File: config.mk
export PLATFORM = sky130hd
export DESIGN_NAME = pc_fetch_unit
export DESIGN_NICKNAME = d
export VERILOG_FILES = /design/src/rtl/pc_fetch_unit_pkg.sv /design/src/rtl/pc_fetch_unit_next_mux.sv /design/src/rtl/pc_fetch_unit.sv
export SDC_FILE = /design/constraint.sdc
export NUM_CORES = 1
export LEC_CHECK = 0
export BUFFER_PORTS_ARGS = -buffer_cell sky130_fd_sc_hd__buf_2
export CAP_MARGIN = 0
export CORE_MARGIN = 4
export CORE_UTILIZATION = 49
export CTS_CLUSTER_SIZE = 8
export DETAILED_ROUTE_END_ITERATION = 16
export PLACE_DENSITY = 0.86
export RECOVER_POWER = 25
export SYNTH_ARGS = -nofsm -noshare
export SYNTH_HDL_FRONTEND = slang
export SYNTH_SLANG_ARGS = --single-unit
File: constraint.sdc
create_clock -name CLK -period 7.2 [get_ports CLK]
set_input_delay 0.72 -clock CLK [delete_from_list [all_inputs] [get_ports CLK]]
set_output_delay 0.72 -clock CLK [all_outputs]
set_load 0.02 [all_outputs]
File: src/rtl/pc_fetch_unit_pkg.sv
// Shared definitions for the PC / fetch-control stage: FSM state encoding,
// default instruction-memory size and the fetch-fault predicate.
package pc_fetch_unit_pkg;

    typedef enum logic [1:0] {
        ST_RUN     = 2'd0,
        ST_LOAD    = 2'd1,
        ST_RESTART = 2'd2,
        ST_HALT    = 2'd3
    } fetch_state_e;

    // Default instruction memory: 64 words of 32 bits.
    localparam int unsigned IMEM_BYTES = 64 * 4;

    // A fetch target is bad if it is not word aligned or lies past the end
    // of instruction memory.
    function automatic logic addr_fault(input logic [31:0] addr,
                                        input logic [31:0] limit);
        return (addr[1:0] != 2'b00) || (addr >= limit);
    endfunction

endpackage

File: src/rtl/pc_fetch_unit_next_mux.sv
// Next-PC select: sequential PC+4 or branch Result, plus a fault flag when
// the chosen target cannot be fetched (misaligned or out of range).
module pc_next_mux
    import pc_fetch_unit_pkg::*;
#(
    parameter logic [31:0] IMEM_LIMIT = 32'(IMEM_BYTES)
) (
    input  logic        pcsrc_i,
    input  logic [31:0] pc_plus4_i,
    input  logic [31:0] result_i,
    output logic [31:0] next_pc_o,
    output logic        fault_o
);

    // Branch target wins over sequential; the fault check covers whichever was picked.
    always_comb begin
        next_pc_o = pcsrc_i ? result_i : pc_plus4_i;
        fault_o   = addr_fault(next_pc_o, IMEM_LIMIT);
    end

endmodule

File: src/rtl/pc_fetch_unit.sv
// Program counter and fetch control. Advances or branches the PC, runs the
// keyboard-reload sequence (LOAD writes the latched code, RESTART rewinds
// the PC) and halts on an unfetchable target until reset or a reload.
module pc_fetch_unit
    import pc_fetch_unit_pkg::*;
#(
    parameter logic [31:0] RESET_VECTOR = 32'h0,
    parameter int unsigned IMEM_WORDS   = IMEM_BYTES / 4
) (
    input  logic        CLK,
    input  logic        RESET,
    input  logic        Stall,
    input  logic        PCSrc,
    input  logic [31:0] Result,
    input  logic        kbd_load,
    input  logic [5:0]  kbd_in,
    output logic [31:0] PC,
    output logic [31:0] PCPlus4,
    output logic [31:0] PCPlus8,
    output logic        imem_we,
    output logic [5:0]  kbd_code,
    output logic        fetch_valid,
    output logic        halted
);

    localparam logic [31:0] IMEM_LIMIT = 32'(IMEM_WORDS * 4);

    fetch_state_e state_q, state_d;
    logic [31:0]  pc_q, pc_d;
    logic [5:0]   kbd_code_q, kbd_code_d;
    logic         kbd_load_q;
    logic         imem_we_q, fetch_valid_q, halted_q;

    logic         kbd_rise;
    logic [31:0]  nxt_pc;
    logic         nxt_fault;

    assign PCPlus4  = pc_q + 32'd4;
    assign PCPlus8  = pc_q + 32'd8;
    assign kbd_rise = kbd_load & ~kbd_load_q;

    pc_next_mux #(
        .IMEM_LIMIT (IMEM_LIMIT)
    ) u_next_mux (
        .pcsrc_i    (PCSrc),
        .pc_plus4_i (PCPlus4),
        .result_i   (Result),
        .next_pc_o  (nxt_pc),
        .fault_o    (nxt_fault)
    );

    // Next state: reload request beats stall, stall beats branch/sequential.
    // A fault leaves the PC on the last good address.
    always_comb begin
        state_d    = state_q;
        pc_d       = pc_q;
        kbd_code_d = kbd_code_q;
        case (state_q)
            ST_RUN: begin
                if (kbd_rise) begin
                    state_d    = ST_LOAD;
                    kbd_code_d = kbd_in;
                end else if (!Stall) begin
                    if (nxt_fault) state_d = ST_HALT;
                    else           pc_d    = nxt_pc;
                end
            end
            ST_LOAD:    state_d = ST_RESTART;
            ST_RESTART: begin
                pc_d    = RESET_VECTOR;
                state_d = ST_RUN;
            end
            ST_HALT: begin
                if (kbd_rise) begin
                    state_d    = ST_LOAD;
                    kbd_code_d = kbd_in;
                end
            end
            default: state_d = ST_RUN;
        endcase
    end

    // State, PC and code registers; the status outputs are registered copies
    // of the state decode so they never follow same-cycle inputs.
    always_ff @(posedge CLK or posedge RESET) begin
        if (RESET) begin
            state_q       <= ST_RUN;
            pc_q          <= RESET_VECTOR;
            kbd_code_q    <= 6'd0;
            kbd_load_q    <= 1'b0;
            imem_we_q     <= 1'b0;
            fetch_valid_q <= 1'b0;
            halted_q      <= 1'b0;
        end else begin
            state_q       <= state_d;
            pc_q          <= pc_d;
            kbd_code_q    <= kbd_code_d;
            kbd_load_q    <= kbd_load;
            imem_we_q     <= (state_d == ST_LOAD);
            fetch_valid_q <= (state_d == ST_RUN);
            halted_q      <= (state_d == ST_HALT);
        end
    end

    assign PC          = pc_q;
    assign kbd_code    = kbd_code_q;
    assign imem_we     = imem_we_q;
    assign fetch_valid = fetch_valid_q;
    assign halted      = halted_q;

endmodule

==> metrics.yaml <==
status:
  outcome: "finished, violations left"
  violations: "capacitance limit, slew limit"
yosys:
  synth_area_sq_um: 3298
  synth_edf_count: 0
  synth_flop_cell: "dfrtp_1"
  netlist.area_leader.share_pct: 33.38
  synth.mux.area_fraction_pct: 3.414
  synth-seq-cells: 44
  yosys-top-cells-area: "dfrtp_1 (33%), xnor2_1 (9.0%), xor2_1 (6.1%), and2_1 (5.7%), mux2_2 (3.4%)"
  synth_top_family_by_area: "simple AND/OR/NAND/NOR gates"
  synthAdderAreaFrac_pct: 2.656
  synth_compound_area_share_pct: 9.256
  synth_fp_nets: 415
  synth_xor_area_share_pct: 15.14
  synthCells: 365
  syn_avg_cell_area_sq_um: 9.036
  yosys.area_share.simple_pct: 29.14
  synthArstFlopShare_pct: 100.0
  ys_types: 57
  ys_warn_count: 0
  yosysTopAreaCell: "dfrtp_1"
  seq_area_frac_synth_pct: 33.38
global_route:
  grt_pass1_wl_um: 15900
  grt_max_degree: 45
  antenna_found_initial: 0
  grt_pass1_vias: 3270
  overflow: 0
  grtUsageTotal_pct: 23.62
route:
  wl_per_cell_um: 16.99
  vias: 3185
  drt_wl_total_um: 9617
  dr.pass1.iters: 4
  detail-route-antenna-nets: 0
  via_per_inst: 5.627
  drc_errors: 0
  drt_iter0_drc: 273
timing:
  final.setup.tns_ns: 0
  max_slew_margin_pct: -10.02
  hold_viol: 0
  rsz0062_at_grt: "no"
  fmax_mhz: 246.3
  finalCritPeriodShare_pct: 56.40
  setup_viol: 0
  post-route-min-period_ns: 4.061
  finalClockSkew_ns: 0.003576
  finalMaxSlewViolations: 45
  worstMarginPinSlew_ns: 1.648
critical_path:
  worstSetupPathType: "reg2reg"
  cp_cell_sequence: "ha_1 > nand4_2 > or2_1 > or3_1 > xnor2_1 > o41a_1 > a2111oi_4 > a41oi_2 > a221o_1"
  cp_max_fo: 30
  cp-end-kind: "flop"
  arrival_ns: 4.25
  setup.worst_path.start_class: "flop"
  cp_slowest_cell: "a41oi_2"
  worstPathRequired_ns: 7.39
  max_stage_delay_ns: 0.60
final_layout:
  utilization_pct: 62.55
  fillers: 586
  diodes: 0
  area_delta_synth_final_pct: 22.50
  nNetsFinal: 538
  drive_above_1_share_pct: 36.81
min_path:
  hold_class: "reg2reg"
cts:
  worstSkewPairLatency_ns: 0.30
  cts.sinks: 44
  cts_root_buffer: "clkbuf_8"
  hold_buffers: 0
  path_clk_slew_ns: 0.08
  cts_tree: "built"
  clockBufferDepth: 2
  htree_levels: 2
  cts_buffers: 5
  cts_resized: 0
  post_cts_buffers: 0
floorplan:
  design.die.area_sq_um: 8107
  initial_utilization_pct: 51.07
  ioPinCount: 148
  core_sq_um: 6459
  fp.dieW_um: 90.04
  die_h_um: 90.04
  rows: 29
placed_design:
  port_buffers: 147
  dp_hpwl_um: 7552
  place.gp.congestion: 0.9229
pwr:
  ir_drop_mv: 0.2159
  power_mw: 0.8005
  p_leak_nw: 2.121
  power_density_nw_per_um2: 198.1
flow_run:
  maxCapViolCount: 1
## metrics by stage
stage | hold slack, ns | cell area (sq um) | setup slack, ns | instances
floorplan | 0.5494 | 3298 | 3.538 | 365
global placement | 0.4867 | 3948 | 3.302 | 558
detailed placement | 0.4897 | 3948 | 3.148 | 558
CTS | 0.5210 | 4045 | 3.128 | 566
global route | 0.5415 | 4040 | 2.887 | 566
finish | 0.5155 | 4040 | 3.139 | 566
## registers in the layout, summed over array words and instances (netlist names)
name,count
PC,32
halted,1
fetch_valid,1
kbd_load_q,1
state_q,2
kbd_code,6
imem_we,1
## cells in the mapped netlist (2+ instances only)
cell	number
nand3_1	22
and2_1	30
mux2_2	10
or4_1	2
clkbuf_1	7
a21oi_1	4
and4_1	3
nand2_1	23
nor2_1	26
o21ai_0	4
or2_2	4
nor3_1	8
buf_4	13
ha_1	7
and3_1	2
a31o_2	3
nand4_1	13
o31a_1	2
nor4_1	13
nor2b_1	3
a32o_1	3
inv_1	10
xnor2_1	34
or3_1	6
nand2b_1	2
a31oi_1	4
dfrtp_1	44
buf_2	11
nand4_2	2
xor2_1	23
## final timing paths
check | start | endpoint | slack [ns] | cells after the start
min | kbd_code[5]$_DFFE_PP0P_ | kbd_code[5]$_DFFE_PP0P_ | 0.52 | 1
max reg2reg | PC[4]$_DFFE_PP0P_ | PC[6]$_DFFE_PP0P_ | 3.14 | 9
min reg2reg | kbd_code[5]$_DFFE_PP0P_ | kbd_code[5]$_DFFE_PP0P_ | 0.52 | 1
max in group asynchronous | RESET | PC[11]$_DFFE_PP0P_ | 5.33 | 2
min in group asynchronous | RESET | PC[0]$_DFFE_PP0P_ | 0.92 | 2
max | PC[4]$_DFFE_PP0P_ | PC[6]$_DFFE_PP0P_ | 3.14 | 9
## cell usage in the layout (no fill, tap or decap), types with 4 or more instances in the layout
cell,instances
o21ai_0,4
a21oi_1,4
xor2_1,23
nand2_1,23
buf_2,143
clkbuf_8,6
nand3_1,22
dfrtp_1,44
or2_2,4
inv_1,10
or3_1,6
clkbuf_1,4
and2_1,30
mux2_2,10
nor4_1,13
ha_1,7
nand4_1,13
xnor2_1,34
nor2_1,26
nor3_1,8
a31oi_1,4
## per-layer routing
metal | part of all wire (%) | track usage [%]
met1 | 41 | 28.86
met3 | 8.0 | 5.676
met5 | 0 | 0
met2 | 49 | 40.51
met4 | 2.2 | 8.418
## worst max-delay path, delay by kind of cell (launching register included)
family	cells	cell delay (ns)
AOI/OAI and AO/OA	4	1.99
DFF	1	0.47
and+or+nand+nor	3	1.03
adders and majority gates	1	0.28
xor gates and xnor gates	1	0.16
## area by class of cell
type                    count  area (sq um)  area share, %
clock buffers               6         82.58          2.044
clock inverters             2         15.01         0.3716
inverters                  11         41.29          1.022
multi-input cells         278          1966          48.65
flip-flops and latches     44          1101          27.25
well taps                  77         96.34          2.385
repair buffers            148         738.2          18.27
## power breakdown
group          total [mW]  leakage [nW]  switching, mW  internal (mW)
Combinational       0.313          1.49          0.194          0.119
Sequential          0.321         0.588         0.0367          0.285
Clock               0.166        0.0434         0.0882         0.0777
## logic make-up (layout without fill, tap and decap cells)
logic type	Yosys count	count (layout)
AOI/OAI and AO/OA	35	35
buffers and inverters	43	167
adders and majority gates	7	7
muxes	10	10
xor gates and xnor gates	57	57
DFF	44	44
and+or+nand+nor	169	169
(Power assumes the default switching activity.)
